`src/rtl/cache_set.sv`:
```
`default_nettype none
// ============================================================================
// Module   : cache_set
// Purpose  : One set of a write-back, write-allocate cache. WAYS lines, each
//            holding valid, dirty, tag and 2^OFFSET_BITS words. Misses evict a
//            dirty victim word by word, then refill the line from memory.
// Config   : CACHE_SET_LRU_EN defined   -> true LRU with per-way age counters
//            CACHE_SET_LRU_EN undefined -> round-robin allocation pointer
// Revision : 1.0 - initial release
// ============================================================================
module cache_set #(
  parameter int ADDRESS_WORD_SIZE = 32,
  parameter int TAG_SIZE          = 19,
  parameter int WORD_SIZE         = 8,
  parameter int WAYS              = 4,
  parameter int OFFSET_BITS       = 2
) (
  input  logic                         clk,
  input  logic                         rst,
  input  logic [ADDRESS_WORD_SIZE-1:0] i_addr,
  input  logic                         i_try_read,
  input  logic                         i_try_write,
  input  logic [WORD_SIZE-1:0]         i_write_data,
  output logic [WORD_SIZE-1:0]         o_read_data,
  output logic                         o_hit,
  output logic                         o_done,
  output logic                         o_busy,
  output logic                         o_mem_req,
  output logic                         o_mem_we,
  output logic [ADDRESS_WORD_SIZE-1:0] o_mem_addr,
  output logic [WORD_SIZE-1:0]         o_mem_wdata,
  input  logic [WORD_SIZE-1:0]         i_mem_rdata,
  input  logic                         i_mem_ack
);

  localparam int c_WORDS = 1 << OFFSET_BITS;
  localparam int c_WAY_W = $clog2(WAYS);
  localparam int c_MID_W = ADDRESS_WORD_SIZE - TAG_SIZE - OFFSET_BITS;

  typedef enum logic [1:0] {
    S_IDLE    = 2'd0,
    S_EVICT   = 2'd1,
    S_REFILL  = 2'd2,
    S_RESPOND = 2'd3
  } state_t;

  // Line storage
  logic [WAYS-1:0]      r_valid;
  logic [WAYS-1:0]      r_dirty;
  logic [TAG_SIZE-1:0]  r_tag  [WAYS];
  logic [WORD_SIZE-1:0] r_data [WAYS][c_WORDS];

  // Control state
  state_t                 r_state;
  state_t                 w_state_next;
  logic [OFFSET_BITS-1:0] r_cnt;
  logic [c_WAY_W-1:0]     r_victim;
  logic                   r_done;
  logic [WORD_SIZE-1:0]   r_read_data;

  // Captured miss request
  logic [TAG_SIZE-1:0]    r_cap_tag;
  logic [c_MID_W-1:0]     r_cap_mid;
  logic [OFFSET_BITS-1:0] r_cap_off;
  logic [WORD_SIZE-1:0]   r_cap_data;
  logic                   r_cap_write;

  // Address fields of the incoming request
  logic [TAG_SIZE-1:0]    w_addr_tag;
  logic [c_MID_W-1:0]     w_addr_mid;
  logic [OFFSET_BITS-1:0] w_addr_off;

  // Lookup / decision wires
  logic                   w_req;
  logic                   w_hit;
  logic [c_WAY_W-1:0]     w_hit_way;
  logic                   w_free_found;
  logic [c_WAY_W-1:0]     w_free_way;
  logic [c_WAY_W-1:0]     w_policy_way;
  logic [c_WAY_W-1:0]     w_victim;
  logic                   w_hit_acc;
  logic                   w_miss_acc;
  logic                   w_last;
  logic                   w_xfer_ack;
  logic                   w_refill_ack;
  logic                   w_alloc;
  logic                   w_touch_en;
  logic [c_WAY_W-1:0]     w_touch_way;

  // Data array write port
  logic                   w_wr_en;
  logic [c_WAY_W-1:0]     w_wr_way;
  logic [OFFSET_BITS-1:0] w_wr_off;
  logic [WORD_SIZE-1:0]   w_wr_val;

  assign w_addr_tag = i_addr[ADDRESS_WORD_SIZE-1 -: TAG_SIZE];
  assign w_addr_mid = i_addr[ADDRESS_WORD_SIZE-TAG_SIZE-1 : OFFSET_BITS];
  assign w_addr_off = i_addr[OFFSET_BITS-1:0];

  // A read and write strobe together is handled as a write
  assign w_req        = i_try_read | i_try_write;
  assign w_hit_acc    = (r_state == S_IDLE) && w_req && w_hit;
  assign w_miss_acc   = (r_state == S_IDLE) && w_req && !w_hit;
  assign w_last       = (r_cnt == {OFFSET_BITS{1'b1}});
  assign w_xfer_ack   = ((r_state == S_EVICT) || (r_state == S_REFILL)) && i_mem_ack;
  assign w_refill_ack = (r_state == S_REFILL) && i_mem_ack;
  assign w_alloc      = w_refill_ack && w_last;
  assign w_touch_en   = w_hit_acc || w_alloc;
  assign w_touch_way  = w_hit_acc ? w_hit_way : r_victim;

  assign o_hit       = w_hit;
  assign o_done      = r_done;
  assign o_read_data = r_read_data;
  assign o_busy      = (r_state != S_IDLE);

  // Tag lookup: lowest-index valid way whose tag matches the request
  always_comb begin
    w_hit     = 1'b0;
    w_hit_way = '0;
    for (int i = WAYS - 1; i >= 0; i--) begin
      if (r_valid[i] && (r_tag[i] == w_addr_tag)) begin
        w_hit     = 1'b1;
        w_hit_way = c_WAY_W'(i);
      end
    end
  end

  // Victim choice: an invalid way (lowest index) beats the replacement policy
  always_comb begin
    w_free_found = 1'b0;
    w_free_way   = '0;
    for (int i = WAYS - 1; i >= 0; i--) begin
      if (!r_valid[i]) begin
        w_free_found = 1'b1;
        w_free_way   = c_WAY_W'(i);
      end
    end
    w_victim = w_free_found ? w_free_way : w_policy_way;
  end

`ifdef CACHE_SET_LRU_EN
  logic [c_WAY_W-1:0] r_age      [WAYS];
  logic [c_WAY_W-1:0] w_age_next [WAYS];

  // Oldest way (age WAYS-1) is the policy victim
  always_comb begin
    w_policy_way = '0;
    for (int i = WAYS - 1; i >= 0; i--) begin
      if (r_age[i] == {c_WAY_W{1'b1}}) begin
        w_policy_way = c_WAY_W'(i);
      end
    end
  end

  // Age update: touched way becomes youngest, ways not older than it age by
  // one. Using <= (not <) lets the all-zero reset ages settle into a
  // permutation as ways are allocated; ages saturate at WAYS-1.
  always_comb begin
    for (int i = 0; i < WAYS; i++) begin
      w_age_next[i] = r_age[i];
      if (w_touch_en) begin
        if (c_WAY_W'(i) == w_touch_way) begin
          w_age_next[i] = '0;
        end else if ((r_age[i] <= r_age[w_touch_way]) &&
                     (r_age[i] != {c_WAY_W{1'b1}})) begin
          w_age_next[i] = r_age[i] + 1'b1;
        end
      end
    end
  end

  // Age counter registers
  always_ff @(posedge clk or posedge rst) begin
    if (rst) begin
      for (int i = 0; i < WAYS; i++) begin
        r_age[i] <= '0;
      end
    end else begin
      for (int i = 0; i < WAYS; i++) begin
        r_age[i] <= w_age_next[i];
      end
    end
  end
`else
  logic [c_WAY_W-1:0] r_rr_ptr;

  assign w_policy_way = r_rr_ptr;

  // Round-robin pointer advances once per completed line allocation
  always_ff @(posedge clk or posedge rst) begin
    if (rst) begin
      r_rr_ptr <= '0;
    end else if (w_alloc) begin
      r_rr_ptr <= r_rr_ptr + 1'b1;
    end
  end
`endif

  // Data array write source: hit store, or refill word with the pending
  // store merged in so the line is never written twice at the same offset
  always_comb begin
    w_wr_en  = 1'b0;
    w_wr_way = '0;
    w_wr_off = '0;
    w_wr_val = '0;
    if (w_hit_acc && i_try_write) begin
      w_wr_en  = 1'b1;
      w_wr_way = w_hit_way;
      w_wr_off = w_addr_off;
      w_wr_val = i_write_data;
    end else if (w_refill_ack) begin
      w_wr_en  = 1'b1;
      w_wr_way = r_victim;
      w_wr_off = r_cnt;
      w_wr_val = (r_cap_write && (r_cnt == r_cap_off)) ? r_cap_data : i_mem_rdata;
    end
  end

  // Tag and data storage; validity is tracked separately so no reset needed
  always_ff @(posedge clk) begin
    if (w_wr_en) begin
      r_data[w_wr_way][w_wr_off] <= w_wr_val;
    end
    if (w_alloc) begin
      r_tag[r_victim] <= r_cap_tag;
    end
  end

  // Next-state and memory-port outputs
  always_comb begin
    w_state_next = r_state;
    o_mem_req    = 1'b0;
    o_mem_we     = 1'b0;
    o_mem_addr   = '0;
    o_mem_wdata  = '0;
    case (r_state)
      S_IDLE: begin
        if (w_miss_acc) begin
          w_state_next = (r_valid[w_victim] && r_dirty[w_victim]) ? S_EVICT : S_REFILL;
        end
      end
      S_EVICT: begin
        o_mem_req   = 1'b1;
        o_mem_we    = 1'b1;
        o_mem_addr  = {r_tag[r_victim], r_cap_mid, r_cnt};
        o_mem_wdata = r_data[r_victim][r_cnt];
        if (i_mem_ack && w_last) begin
          w_state_next = S_REFILL;
        end
      end
      S_REFILL: begin
        o_mem_req  = 1'b1;
        o_mem_addr = {r_cap_tag, r_cap_mid, r_cnt};
        if (i_mem_ack && w_last) begin
          w_state_next = S_RESPOND;
        end
      end
      S_RESPOND: begin
        w_state_next = S_IDLE;
      end
      default: begin
        w_state_next = S_IDLE;
      end
    endcase
  end

  // State register, request capture, line status and response registers
  always_ff @(posedge clk or posedge rst) begin
    if (rst) begin
      r_state     <= S_IDLE;
      r_cnt       <= '0;
      r_valid     <= '0;
      r_dirty     <= '0;
      r_victim    <= '0;
      r_done      <= 1'b0;
      r_read_data <= '0;
      r_cap_tag   <= '0;
      r_cap_mid   <= '0;
      r_cap_off   <= '0;
      r_cap_data  <= '0;
      r_cap_write <= 1'b0;
    end else begin
      r_state <= w_state_next;
      r_done  <= 1'b0;

      if (w_hit_acc) begin
        r_done      <= 1'b1;
        r_read_data <= i_try_write ? i_write_data : r_data[w_hit_way][w_addr_off];
        if (i_try_write) begin
          r_dirty[w_hit_way] <= 1'b1;
        end
      end

      // Victim is invalidated at acceptance so a half-refilled line can never
      // report a hit; its old tag and dirty status are still used for EVICT
      if (w_miss_acc) begin
        r_cap_tag          <= w_addr_tag;
        r_cap_mid          <= w_addr_mid;
        r_cap_off          <= w_addr_off;
        r_cap_data         <= i_write_data;
        r_cap_write        <= i_try_write;
        r_victim           <= w_victim;
        r_cnt              <= '0;
        r_valid[w_victim]  <= 1'b0;
        r_dirty[w_victim]  <= 1'b0;
      end

      // Counter wraps to zero after the last word, ready for the next phase
      if (w_xfer_ack) begin
        r_cnt <= r_cnt + 1'b1;
      end

      if (w_refill_ack && (r_cnt == r_cap_off)) begin
        r_read_data <= r_cap_write ? r_cap_data : i_mem_rdata;
      end

      if (w_alloc) begin
        r_valid[r_victim] <= 1'b1;
        r_dirty[r_victim] <= r_cap_write;
        r_done            <= 1'b1;
      end
    end
  end

endmodule
`default_nettype wire

```
`config.mk`:
```
export PLATFORM = sky130hd
export DESIGN_NAME = cache_set
export DESIGN_NICKNAME = d
export VERILOG_FILES = /design/src/rtl/cache_set.sv
export SDC_FILE = /design/constraint.sdc
export NUM_CORES = 1
export LEC_CHECK = 0
export ABC_AREA = 1
export CORE_AREA = 5 5 163 165
export DETAILED_ROUTE_END_ITERATION = 6
export DIE_AREA = 0 0 168 170
export PLACE_DENSITY = 0.89
export SYNTH_ARGS = -nofsm -noshare
export SYNTH_HDL_FRONTEND = slang
export SYNTH_SLANG_ARGS = --single-unit
```
`constraint.sdc`:
```
create_clock -name clk -period 2.85 [get_ports clk]
set_input_delay 0.57 -clock clk [delete_from_list [all_inputs] [get_ports clk]]
set_output_delay 0.57 -clock clk [all_outputs]
set_load 0.005 [all_outputs]
```
Yosys cells after proc, flatten, opt, wreduce, memory -nomap -nowiden
Memory sizes are Yosys's and may differ from the RTL's.
Index checks and enable logic that the tools add are counted.
Word-level totals
  memory bits (writable): 204
  memories kept: 2
  register bits after elaboration: 66
Cells by class
  reductions and logical operators: 27
  mux-type cells: 72
  bitwise operators: 9
  add/sub/neg operators: 2
  magnitude comparators: 10
  equality and inequality tests: 12
Memory list
  r_data: depth 4, width 32, read ports 2, clocked after Yosys merged registers in 0, write ports 1, RTL line 51  | logic [WORD_SIZE-1:0] r_data [WAYS][c_WORDS];
  r_tag: depth 4, width 19, read ports 5, clocked after Yosys merged registers in 0, write ports 1, RTL line 50  | logic [TAG_SIZE-1:0] r_tag [WAYS];
Operators by type and width (number)
  8-bit two-way mux: 13
  19-bit == test: 4
  32-bit case mux with 2 select lines: 1
  2-bit two-way mux: 19
  8-bit binary-select mux with 2-bit select: 2
  32-bit two-way mux: 1
  4-bit two-way mux: 6
  1-bit two-way mux: 22
  1-bit logical AND: 19
  8-bit demux with 2-bit select: 1
  3-bit >= comparator (second input constant): 3
  2-bit by 3-bit less-than comparator with 1-bit output (second input constant): 3
  2-bit NOT with 3-bit output: 3
  4-bit bitwise AND: 2
  4-bit OR: 2
  2-bit case mux with 4 select lines: 1
  1-bit demux with 2-bit select: 3
  2-bit == test (second input constant): 3
  2-bit by 1-bit >= comparator with 1-bit output (second input constant): 3
  2-bit nonzero test: 3
  2-bit by 1-bit adder with 2-bit output (second input constant): 2
  1-bit binary-select mux with 2-bit select: 2
  4-bit bitwise mux: 1
  2-bit by 1-bit != test with 1-bit output (second input constant): 2
  11 further kinds: 11

Logic depth before layout (Yosys ltp)
  word-level depth: 17
  depth in mapped cells: 22
  gate-level depth less buffers: 20

Worst setup path before layout
Ideal clock, no wire load.
  kind: input port to flip-flop
  start: in i_addr[22]
  end: mem r_data[0][11] (netlist name) (data pin)
  path buffers: 2
  data arrival time: 2.590 ns
  cell stages on the path: 12
  path slack: -0.070 ns
  data required time: 2.520 ns
  cell sequence: buf_2 -> inv_2 -> nand2_1 -> nand4_1 -> nor3_1 -> nand3_2 -> nand2_4 -> o21ai_2 -> nor2_8 -> inv_4 -> buf_2 -> o21ai_0
Between the ends
  word-level cells in the longest chain between the ends: 9
  elaborated cells on any way between the ends: 15
RTL lines
  from (decl): RTL line 20  | input logic [ADDRESS_WORD_SIZE-1:0] i_addr,
  19-bit == test: RTL line 121  | if (r_valid[i] && (r_tag[i] == w_addr_tag)) begin
  1-bit logical AND: RTL line 121
  1-bit two-way mux (3 in series): RTL line 121
  1-bit two-way mux *: RTL line 121
  1-bit logical AND *: RTL line 102  | assign w_hit_acc = (r_state == S_IDLE) && w_req && w_hit;
  1-bit logical AND *: RTL line 206  | if (w_hit_acc && i_try_write) begin
  8-bit two-way mux *: RTL line 206
  named net w_wr_val[3]: RTL line 94  | logic [WORD_SIZE-1:0] w_wr_val;
  to (decl): RTL line 51
Mark *: on every way through the listed nets, which the timed path passes. The rest lies on a longest branch.

Worst setup path in the final report
  start: reg r_victim[1]
  end: out o_mem_wdata[7]
Between the ends
  word-level cells in the longest chain between the ends: 5
RTL lines
  from (decl): RTL line 57  | logic [c_WAY_W-1:0] r_victim;
  from (signal assigned): RTL line 302  | r_victim <= w_victim;
  memory read 4 x 32 bit
  8-bit binary-select mux with 2-bit select: RTL line 246  | o_mem_wdata = r_data[r_victim][r_cnt];
  8-bit two-way mux (not written as such) (2 in series): RTL line 246
  8-bit two-way mux: RTL line 236  | case (r_state)
  to (decl): RTL line 31  | output logic [WORD_SIZE-1:0] o_mem_wdata,
Every way passes these cells. The select of a mux whose other input is x is not followed.

==> reports/qor.csv <==
metric,value,unit
drc,20,
syn-instance-count,1797,
first_pass_iters,7,
crit_path_max_fanout,9,
synth_seq_cells,270,
root_buffer,sky130_fd_sc_hd__clkbuf_16,
grt.total_usage,38.1,%
layout_worst_path_cycle_share,104,%
cts_htree_levels,1,
mappedNetlistArea,14700,sq um
vdd_drop_max,647,uV
synth.most_common_cell,sky130_fd_sc_hd__nand2_1,
grt_setup_unrepaired,yes,
avgSynthCellArea,8.20,sq um
fmaxAchievable,339,MHz
grt_first_pass_wirelength,83300,um
slew_viol_final,0,
yosys-top-cells-count,"sky130_fd_sc_hd__nand2_1, sky130_fd_sc_hd__inv_1, sky130_fd_sc_hd__edfxtp_1",
max_slew.worst_pin.slew,0.638,ns
grt_max_degree,67,
dieArea,28600,sq um
vias,15200,
die_width,168,um
numPortBuffers,105,
worst_setup_path_startpoint,r_victim[1],
ys_seq_area_share,52.8,%
required,2.28,ns
netlist.top_cell.by_area,sky130_fd_sc_hd__edfxtp_1,
antenna_violating_nets_post_route,0,
timing.critical_path.from_type,flip-flop,
antenna-diode-count,0,
final_area,19300,sq um
detailed_place.area,17400,sq um
synth.area.top_cells,"sky130_fd_sc_hd__edfxtp_1, sky130_fd_sc_hd__nand2_1, sky130_fd_sc_hd__dfrtp_1",
power.leakage,8.75,nW
period_needed,2.95,ns
cts_inserted_buffers,28,
finalCoreUtilization,77.5,%
postSynth.asyncResetShare,24.4,%
synth-warning-count,0,
worst_setup_hold_path_clk_slew,0.07,ns
worst-endpoint-arrival,2.38,ns
failing_checks,"DRC, setup timing",
cts_tree,yes,
first_global_vias,14500,
route.detailed.vias_per_inst,6.24,
timing_hold_violations_final,0,
avgRoutedWirePerCell,23.7,um
crit_path_end_kind,primary output,
yosysUniqueCellTypes,48,
power.density,757,nW/um^2
initialDrtViolationCount,2444,
path_class,flip-flop to primary output,
die_y,170,um
dp_hpwl,38900,um
cts_buffer_depth,3,
core-area,24900,sq um
antenna_found_initial,0,
finish.net_count,2141,
synth_edf_count,204,
synth.net_count,1855,
rr_startpoint,r_tag[3][2],
io_pins,106,
smallest_setup_slack_after_layout,-0.101,ns
syn2layout_area_growth,30.9,%
worst_r2r_setup_slack,0.03,ns
synth_top_area_share,41.6,%
rows,58,
wirelength,57800,um
postSynth.topFlopCell,sky130_fd_sc_hd__edfxtp_1,
ratio_of_cells_with_drive_above_1_in_the_final_layout,21.0,%
gp_routability_congestion,1.05,
worst_slew_margin,57.5,%
timing.clock.skew,0.0270,ns
gr-total-overflow,0,
min-delay-start,i_addr[24],
run_status,finished with violations,
initial_utilization,59.2,%
cts.sinks,270,
drv_cap,0,
timing.hold.worst.class,primary input to flip-flop,
clk_latency,0.58,ns
setup_violations,8,
timing repair:
item,CTS,global route
buffers inserted,25,19
hold buffers,0,0
cloned,2,4
endpoints found under the hold margin,0,0
setup endpoints to repair,192,259
pin swaps,23,35
gates resized for setup,162,119
flip-flops by register name, summed over array words and instances, names as in the netlist, 2 cells and up:
signal       cells
r_valid          4
r_cnt            2
r_dirty          4
r_victim         2
o_read_data      8
r_rr_ptr         2
r_data         128
r_tag           76
r_cap_tag       19
r_cap_data       8
r_cap_mid       11
r_cap_off        2
r_state          2
cell families (layout without fill, tap and decap cells):
family                     Yosys count  in the layout  share of synthesized area [%]
AOI/OAI and AO/OA                  287            287                           11.6
xor gates and xnor gates            18             18                           1.07
adders and majority gates            5              5                          0.425
buffers and inverters              327            635                           8.88
DFF                                270            270                           52.8
and+or+nand+nor                    890            890                           25.2
critical path, stage by stage (launching register included):
cell,delay [ns]
sky130_fd_sc_hd__dfrtp_2,0.49
sky130_fd_sc_hd__nor2_4,0.15
sky130_fd_sc_hd__buf_6,0.17
sky130_fd_sc_hd__buf_6,0.18
sky130_fd_sc_hd__a21oi_1,0.11
sky130_fd_sc_hd__o211ai_1,0.08
sky130_fd_sc_hd__o311ai_0,0.14
sky130_fd_sc_hd__a21oi_1,0.30
sky130_fd_sc_hd__buf_2,0.19
stage by stage:
step / instances / TNS [ns] / worst slack (ns) / hold WS, ns / total power, mW
5_1_grt: 2435 / -1.56 / -0.154 / 0.394 / 15.1
6_report: 2435 / -0.389 / -0.101 / 0.380 / 14.6
4_1_cts: 2414 / -0.493 / -0.208 / 0.413 / 14.1
3_5_place_dp: 2335 / -166.65 / -0.715 / 0.466 / 10.0
3_3_place_gp: 2335 / -152.77 / -0.643 / 0.472 / 9.90
2_1_floorplan: 1797 / -5.63 / -0.0704 / 0.458 / 7.52
layer usage:
layer	GRT usage (%)	wire length (um)
met1	45.1	19400
met2	64.8	27200
met3	6.83	6430
met4	23.6	4710
met5	0	0
cells in the final DEF, fill, tap and decap left out, types with 7 or more instances in the layout:
master	n
sky130_fd_sc_hd__a21oi_1	40
sky130_fd_sc_hd__a21oi_2	8
sky130_fd_sc_hd__a221oi_2	7
sky130_fd_sc_hd__a22oi_1	9
sky130_fd_sc_hd__buf_12	23
sky130_fd_sc_hd__buf_2	12
sky130_fd_sc_hd__buf_4	182
sky130_fd_sc_hd__buf_6	12
sky130_fd_sc_hd__clkbuf_16	31
sky130_fd_sc_hd__clkbuf_2	10
sky130_fd_sc_hd__clkdlybuf4s50_1	45
sky130_fd_sc_hd__clkinv_1	7
sky130_fd_sc_hd__dfrtp_1	64
sky130_fd_sc_hd__dlygate4sd2_1	31
sky130_fd_sc_hd__edfxtp_1	204
sky130_fd_sc_hd__inv_1	214
sky130_fd_sc_hd__inv_2	29
sky130_fd_sc_hd__nand2_1	527
sky130_fd_sc_hd__nand2_2	26
sky130_fd_sc_hd__nand3_1	169
sky130_fd_sc_hd__nand3_2	7
sky130_fd_sc_hd__nand4_1	15
sky130_fd_sc_hd__nor2_1	100
sky130_fd_sc_hd__nor2_2	16
sky130_fd_sc_hd__nor2_4	9
sky130_fd_sc_hd__o2111ai_1	13
sky130_fd_sc_hd__o211ai_1	16
sky130_fd_sc_hd__o21ai_0	88
sky130_fd_sc_hd__o21ai_1	38
sky130_fd_sc_hd__o22ai_1	32
sky130_fd_sc_hd__xnor2_1	12
final timing paths:
kind	endpoint	depth (start not counted)
max in group asynchronous	r_cap_tag[18]	3
worst max-delay path	o_mem_wdata[7]	8
worst max register to register	o_read_data[2]	22
worst min-delay path	r_cap_tag[11]	3
min in group asynchronous	r_cap_mid[6]	3
worst min register to register	o_read_data[7]	2
power breakdown:
group          switching, mW  internal, mW
sequential             0.487          4.95
combinational           3.13          2.07
clock                   1.63          2.32
cell type report:
| type | count | area (sq um) |
|---|---|---|
| clock inverters | 17 | 245 |
| fillers | 1685 | 5600 |
| multi-input cells | 1200 | 6090 |
| repair buffers | 332 | 3070 |
| inverters | 251 | 952 |
| clock buffers | 35 | 747 |
| well taps | 330 | 413 |
| flip-flops and latches | 270 | 7780 |
(Power assumes the default switching activity.)
